<file path="src/rtl/bram_frame_writer.sv">
// bram_frame_writer
//   Write side of the BRAM filter frame store. Joins the gray pixel stream
//   and the disp/conf stream into one packed word per pixel and writes it
//   into a ring of line slots in a simple dual-port BRAM. Completed lines
//   are tracked as credits; the reader hands each one back with a release
//   pulse. Both input streams stall while every slot holds an unreleased line.
//
// Ports
//   clk, reset            clock, asynchronous active-high reset
//   disp_conf_in_*        disp/conf stream (valid/ready), low 13 bits stored
//   gray_in_*             gray pixel stream (valid/ready)
//   bram_wr_en/addr/data  registered BRAM write port, 1-cycle latency
//   line_done, frame_done one-cycle pulses with the last write of a line/frame
//   line_release          reader pulse: one line slot freed
//   lines_full            completed, unreleased lines
//   release_err           sticky: release received while no line was held
module bram_frame_writer #(
  parameter int dec_frame_w = 120,
  parameter int dec_frame_h = 240,
  parameter int disp_bits   = 5,
  parameter int conf_bits   = 8,
  parameter int buf_lines   = 8,
  parameter int addr_w      = $clog2(buf_lines * dec_frame_w)
) (
  input  logic                              clk,
  input  logic                              reset,
  input  logic [15:0]                       disp_conf_in_data,
  input  logic                              disp_conf_in_valid,
  output logic                              disp_conf_in_ready,
  input  logic [7:0]                        gray_in_data,
  input  logic                              gray_in_valid,
  output logic                              gray_in_ready,
  output logic                              bram_wr_en,
  output logic [addr_w-1:0]                 bram_wr_addr,
  output logic [8+disp_bits+conf_bits-1:0]  bram_wr_data,
  output logic                              line_done,
  output logic                              frame_done,
  input  logic                              line_release,
  output logic [$clog2(buf_lines+1)-1:0]    lines_full,
  output logic                              release_err
);

  localparam int dc_w   = disp_bits + conf_bits;
  localparam int x_w    = $clog2(dec_frame_w);
  localparam int y_w    = $clog2(dec_frame_h);
  localparam int slot_w = (buf_lines > 1) ? $clog2(buf_lines) : 1;
  localparam int lf_w   = $clog2(buf_lines + 1);

  localparam logic [x_w-1:0]    x_last_c    = x_w'(dec_frame_w - 1);
  localparam logic [y_w-1:0]    y_last_c    = y_w'(dec_frame_h - 1);
  localparam logic [slot_w-1:0] slot_last_c = slot_w'(buf_lines - 1);
  localparam logic [lf_w-1:0]   buf_lines_c = lf_w'(buf_lines);
  localparam logic [addr_w-1:0] frame_w_c   = addr_w'(dec_frame_w);

  logic [x_w-1:0]    x_r, x_next_s;
  logic [y_w-1:0]    y_r, y_next_s;
  logic [slot_w-1:0] slot_r, slot_next_s;
  logic [lf_w-1:0]   lf_next_s;
  logic              err_next_s;
  logic              space_s;
  logic              accept_s;
  logic              line_end_s;
  logic              frame_end_s;
  logic [addr_w-1:0] wr_addr_s;

  // Readies only look at registered occupancy and the partner stream's valid,
  // so there is never a path from a ready back into a valid.
  assign space_s            = (lines_full < buf_lines_c);
  assign gray_in_ready      = space_s & disp_conf_in_valid;
  assign disp_conf_in_ready = space_s & gray_in_valid;
  assign accept_s           = space_s & gray_in_valid & disp_conf_in_valid;
  assign line_end_s         = accept_s & (x_r == x_last_c);
  assign frame_end_s        = line_end_s & (y_r == y_last_c);
  assign wr_addr_s          = addr_w'(slot_r) * frame_w_c + addr_w'(x_r);

  // Next-state for pixel position, slot ring and line credit bookkeeping.
  always_comb begin
    x_next_s    = x_r;
    y_next_s    = y_r;
    slot_next_s = slot_r;
    lf_next_s   = lines_full;
    err_next_s  = release_err;

    if (accept_s) begin
      if (line_end_s) begin
        x_next_s = {x_w{1'b0}};
        if (y_r == y_last_c) begin
          y_next_s = {y_w{1'b0}};
        end else begin
          y_next_s = y_r + y_w'(1);
        end
        // The slot ring runs independently of frame boundaries.
        if (slot_r == slot_last_c) begin
          slot_next_s = {slot_w{1'b0}};
        end else begin
          slot_next_s = slot_r + slot_w'(1);
        end
      end else begin
        x_next_s = x_r + x_w'(1);
      end
    end else begin
      x_next_s = x_r;
    end

    // A completion and a release in the same cycle cancel out.
    case ({line_end_s, line_release})
      2'b10: lf_next_s = lines_full + lf_w'(1);
      2'b01: begin
        if (lines_full == {lf_w{1'b0}}) begin
          err_next_s = 1'b1;
        end else begin
          lf_next_s = lines_full - lf_w'(1);
        end
      end
      default: lf_next_s = lines_full;
    endcase
  end

  // State registers and the registered BRAM write port.
  always_ff @(posedge clk or posedge reset) begin
    if (reset) begin
      x_r          <= {x_w{1'b0}};
      y_r          <= {y_w{1'b0}};
      slot_r       <= {slot_w{1'b0}};
      lines_full   <= {lf_w{1'b0}};
      release_err  <= 1'b0;
      bram_wr_en   <= 1'b0;
      bram_wr_addr <= {addr_w{1'b0}};
      bram_wr_data <= {(8 + dc_w){1'b0}};
      line_done    <= 1'b0;
      frame_done   <= 1'b0;
    end else begin
      x_r         <= x_next_s;
      y_r         <= y_next_s;
      slot_r      <= slot_next_s;
      lines_full  <= lf_next_s;
      release_err <= err_next_s;
      bram_wr_en  <= accept_s;
      line_done   <= line_end_s;
      frame_done  <= frame_end_s;
      // Address and data hold their last values between writes.
      if (accept_s) begin
        bram_wr_addr <= wr_addr_s;
        bram_wr_data <= {disp_conf_in_data[dc_w-1:0], gray_in_data};
      end
    end
  end

endmodule

</file>
<file path="config.mk">
export PLATFORM = sky130hd
export DESIGN_NAME = bram_frame_writer
export DESIGN_NICKNAME = d
export VERILOG_FILES = /design/src/rtl/bram_frame_writer.sv
export SDC_FILE = /design/constraint.sdc
export NUM_CORES = 1
export LEC_CHECK = 0
export ABC_AREA = 1
export CAP_MARGIN = 15
export CORE_MARGIN = 8
export CORE_UTILIZATION = 50
export CTS_CLUSTER_SIZE = 25
export DETAILED_ROUTE_END_ITERATION = 10
export PLACE_DENSITY_LB_ADDON = 0.12
export SLEW_MARGIN = 20
export SYNTH_ARGS = -nofsm -noshare
export SYNTH_HDL_FRONTEND = slang
export SYNTH_SLANG_ARGS = --single-unit
</file>
<file path="constraint.sdc">
create_clock -name clk -period 3.8 [get_ports clk]
set_input_delay 0.76 -clock clk [delete_from_list [all_inputs] [get_ports clk]]
set_output_delay 0.76 -clock clk [all_outputs]
set_load 0.01 [all_outputs]
</file>
## Word level (Yosys, flattened, before mapping)

Index checks and enable logic that the tools add are counted.
W data, S select, Z words.

- Register bits after elaboration: 57
- Latch bits: 0
- RAM bits: 0
- ROM bits: 0
- Input bits: 29
- Output and inout bits: 41
- Word-level logic and storage cells: 39
- Memories kept: 0

- Add/sub/neg operators: 6
- $mul: 1
- Divide/modulo/power cells: 0
- $lt $le $gt $ge: 1
- Equal/unequal tests: 6
- Shift-type cells: 0
- Multiplexer cells: 5
- Bitwise logic cells: 5
- Reduce and logical (&&, ||, !) cells: 5

Operators by type and width:

| cell | number |
|---|---|
| $add A10 B7 Y10 | 1 |
| $add A8 B1 Y8 const B | 1 |
| $eq A8 B8 Y1 const B | 1 |
| $mux W8 | 1 |
| $pmux W4 S2 | 1 |
| $add A7 B1 Y7 const B | 1 |
| $eq A7 B7 Y1 const B | 1 |
| $mul A3 B4 Y7 const B | 1 |
| $mux W7 | 1 |
| $reduce_and A2 Y1 | 3 |
| $and A1 B1 Y1 | 5 |
| $add A4 B1 Y4 const B | 1 |
| $logic_not A4 Y1 | 1 |
| $lt A4 B4 Y1 const B | 1 |
| $mux W4 | 1 |
| $sub A4 B1 Y4 const B | 1 |
| $add A3 B1 Y3 const B | 1 |
| $eq A3 B3 Y1 const B | 1 |
| $mux W3 | 1 |
| $eq A2 B1 Y1 const B | 1 |
| $eq A2 B2 Y1 const B | 1 |
| $ne A2 B2 Y1 const B | 1 |
| $reduce_bool A2 Y1 | 1 |

## Longest topological paths before layout

- Depth after elaboration: 7
- Gate-level depth with buffers: 16
- Gate-level depth less buffers: 15

## Worst setup path after synthesis

Ideal clock, no wire load.

- Kind: register to register
- From: register slot_r[0]
- To: register bram_wr_addr[9]
- Setup time: 0.117 ns
- Arrival: 2.549 ns
- Required time: 3.683 ns
- Setup slack: 1.134 ns
- Stages on the path, launching flop included: 12
- Path buffers: 0
- Period minus slack after synthesis: 2.666 ns
- Cell sequence: dfrtp_1 > fa_1 > ha_1 > fa_1 > ha_1 > nand2_1 > nor2_1 > nor2_1 > nor2_1 > nand3_1 > nand3_1 > nand2_1

- Cells in the longest elaborated chain, start to end: 2

RTL lines:

| what | line | source |
|---|---|---|
| from (decl) | 57 | `logic [slot_w-1:0] slot_r, slot_next_s;` |
| from (signal assigned) | 124 | `slot_r <= {slot_w{1'b0}};` |
| from (signal assigned) | 135 | `slot_r <= slot_next_s;` |
| $mul A3 B4 Y7 | 74 | `assign wr_addr_s = addr_w'(slot_r) * frame_w_c + addr_w'(x_r);` |
| $add A10 B7 Y10 | 74 |  |
| to (signal assigned) | 128 | `bram_wr_addr <= {addr_w{1'b0}};` |
| to (signal assigned) | 143 | `bram_wr_addr <= wr_addr_s;` |
| to (decl) | 34 | `output logic [addr_w-1:0] bram_wr_addr,` |

No other way between the ends.
A chain may end at the register's enable or synchronous reset.

## Final worst setup path

Ends and elaborated chain as after synthesis.

==> out/metrics.yaml <==
floorplanning:
  row_count: 28
  dieArea_um2: 8775
  io_pins: 70
  chipWidth_um: 93.68
  start_util_pct: 51.25
  core-area_um2: 5886
  die_h_um: 93.68
sta:
  clock_skew_ns: 0.006792
  fin_crit_sh_pct: 76.37
  setup_violations: 0
  slew_headroom_pct: 56.09
  min_period_ns: 2.902
  max_freq_ghz: 0.3446
  hold_viol: 0
  tightest_slew_ns: 0.6577
  setup_tns_ns: 0
  rsz0062_at_grt: "false"
  slew_violations: 0
clock_network:
  tritoncts: "done"
  clock-root-buffer: "clkbuf_8"
  clock_latency_ns: 0.33
  clk_pin_slew_ns: 0.06
  cts_max_level: 3
  cts_resized: 0
  clock-sinks: 57
  clockBufferDepth: 2
  ctsHoldBuffers: 0
  numCtsBuffers: 9
  cts_setup_buffers: 0
drt:
  drc: 0
  drt-initial-drc-count: 81
  vias_per_cell: 4.960
  wl_per_cell_um: 12.86
  firstDrtPassIters: 4
  postRouteAntennaNets: 0
  wl_mm: 6.468
  vias: 2495
logic_synthesis:
  ys_seq_area_share_pct: 47.28
  synthArstFlopShare_pct: 100.0
  synth_ff_type: "dfrtp_1"
  synthesis.nets: 402
  synth_area_um2: 3017
  synth_edf_count: 0
  ys_types: 35
  synthCells: 353
  yosysWarningCount: 0
  syn_area_per_cell_um2: 8.546
  synth-seq-cells: 57
critical_path:
  end_kind: "flip-flop"
  crit_fanout: 6
  critical_path_class: "reg2reg"
  cp_data_arrival_time_ns: 3.12
  cp.required_ns: 4.02
  worstSetupStartpointType: "flip-flop"
power_and_ir_drop:
  clkPwrFrac_pct: 22.9
  p_int_uw: 1731
  p_leak_uw: 0.001979
  p_seq_share_pct: 37.7
  p_comb_share_pct: 39.4
  netSwitchingFraction_pct: 33.99
  p_per_area_nw_per_um2: 665.8
  vdd_drop_max_v: 0.0003580
  power.switching_uw: 891.0
place:
  port_buffers: 66
  gp_congestion: 0.8060
  placed_cell_area_um2: 3722
  hpwlAfterDp_mm: 4.611
finish:
  layout_commonest_cell: "nand2_1"
  fin_area_um2: 3938
  seq_area_um2: 1426
  drive_gt1_share_pct: 9.112
  fillerInstances: 527
  diodes: 0
  nNetsFinal: 472
  layout_common_cells: "130 x nand2_1, 66 x clkdlybuf4s50_1, 57 x dfrtp_1, 37 x inv_1, 20 x nand3_1"
  fin_util_pct: 66.90
  multi_input_comb_area_um2: 1360
  area_growth_pct: 30.53
hold_path:
  min_path_type: "reg2reg"
grt:
  gr-total-overflow: 0
  grt_pass1_wl_mm: 11.07
  first_global_vias: 2481
  grtUsageTotal_pct: 15.74
  grt_max_degree: 39
  antenna_found_initial: 0
run:
  cap_viol_max_count: 0
run_status:
  status: "finished clean"
## per-layer routing
| layer | GRT usage (%) | share of wire [%] |
|---|---|---|
| met1 | 19.02 | 48 |
| met3 | 5.436 | 6.8 |
| met4 | 5.812 | 1.4 |
| met5 | 0 | 0 |
| met2 | 25.38 | 44 |
## logic make-up after synthesis
family / share of synthesized area [%]
XOR/XNOR: 2.323
buffers and inverters: 7.632
flip-flops: 47.28
adder cells (fa/ha/maj): 9.540
AO/OA/AOI/OAI: 5.102
AND/OR/NAND/NOR: 28.12
## cell type report
class                      instances  share of cell area (%)
timing repair buffer              69                   17.35
clock buffer                      12                   4.194
sequential                        57                   36.22
tap                               75                   2.383
clock inverter                     4                   1.271
multi-input combinational        245                   34.54
inverter                          41                   4.036
## registers in the layout (all words and copies together), names as in the netlist
| signal | cells |
|---|---|
| release_err | 1 |
| slot_r | 3 |
| bram_wr_addr | 10 |
| bram_wr_en | 1 |
| line_done | 1 |
| lines_full | 4 |
| y_r | 8 |
| frame_done | 1 |
| bram_wr_data | 21 |
| x_r | 7 |
## stage by stage
step                      hold WS (ns)  cells  power (µW)  setup slack (ns)
after floorplan                 0.4630    353        1502             1.134
after global placement          0.4601    487        2011            0.7785
after detailed placement        0.4643    487        2045            0.7231
after CTS                       0.4821    503        2652            0.8787
after global routing            0.4953    503        2799            0.6813
final                           0.4788    503        2622            0.8980
## final timing paths
check	startpoint	endpoint	slack (ns)	depth (start not counted)
min in group asynchronous	reset	bram_wr_data[7]	0.86	2
max	slot_r[0]	bram_wr_addr[9]	0.90	11
min	bram_wr_addr[9]	bram_wr_addr[9]	0.48	2
max reg2reg	slot_r[0]	bram_wr_addr[9]	0.90	11
min reg2reg	bram_wr_addr[9]	bram_wr_addr[9]	0.48	2
max in group asynchronous	reset	bram_wr_addr[7]	2.14	3
## worst max-delay path, stage by stage (launching register included)
cell	delay (ns)
dfrtp_1	0.48
fa_1	0.65
ha_1	0.21
fa_1	0.42
ha_1	0.34
nand2_1	0.06
nor2_1	0.15
nor2_1	0.07
nor2_1	0.19
nand3_1	0.10
nand3_1	0.09
nand2_1	0.05
## power by group through the flow
| stage | Sequential, µW | Clock [µW] | Combinational, µW |
|---|---|---|---|
| after global routing | 1020 | 642 | 1140 |
| after CTS | 988 | 611 | 1050 |
| after global placement | 989 | 0 | 1020 |
| final | 988 | 600 | 1030 |
| after detailed placement | 997 | 0 | 1050 |
| after floorplan | 1070 | 0 | 428 |
## cells in the mapped netlist, types with 3 or more instances
cell	number	area share, %
xnor2_1	3	0.87
nand2_1	130	16
fa_1	5	3.3
nand3b_1	3	0.75
inv_1	38	4.7
nor2_1	12	1.5
ha_1	15	6.2
o21ai_0	17	2.8
dfrtp_1	57	47
xor2_1	5	1.5
nand3_1	20	3.3
a21oi_1	3	0.50
nor2_4	3	1.1
buf_2	6	1.0
nor2_2	3	0.62
nand4_1	7	1.5
buf_6	3	1.1
No activity file was read; power rests on OpenSTA's default activity.
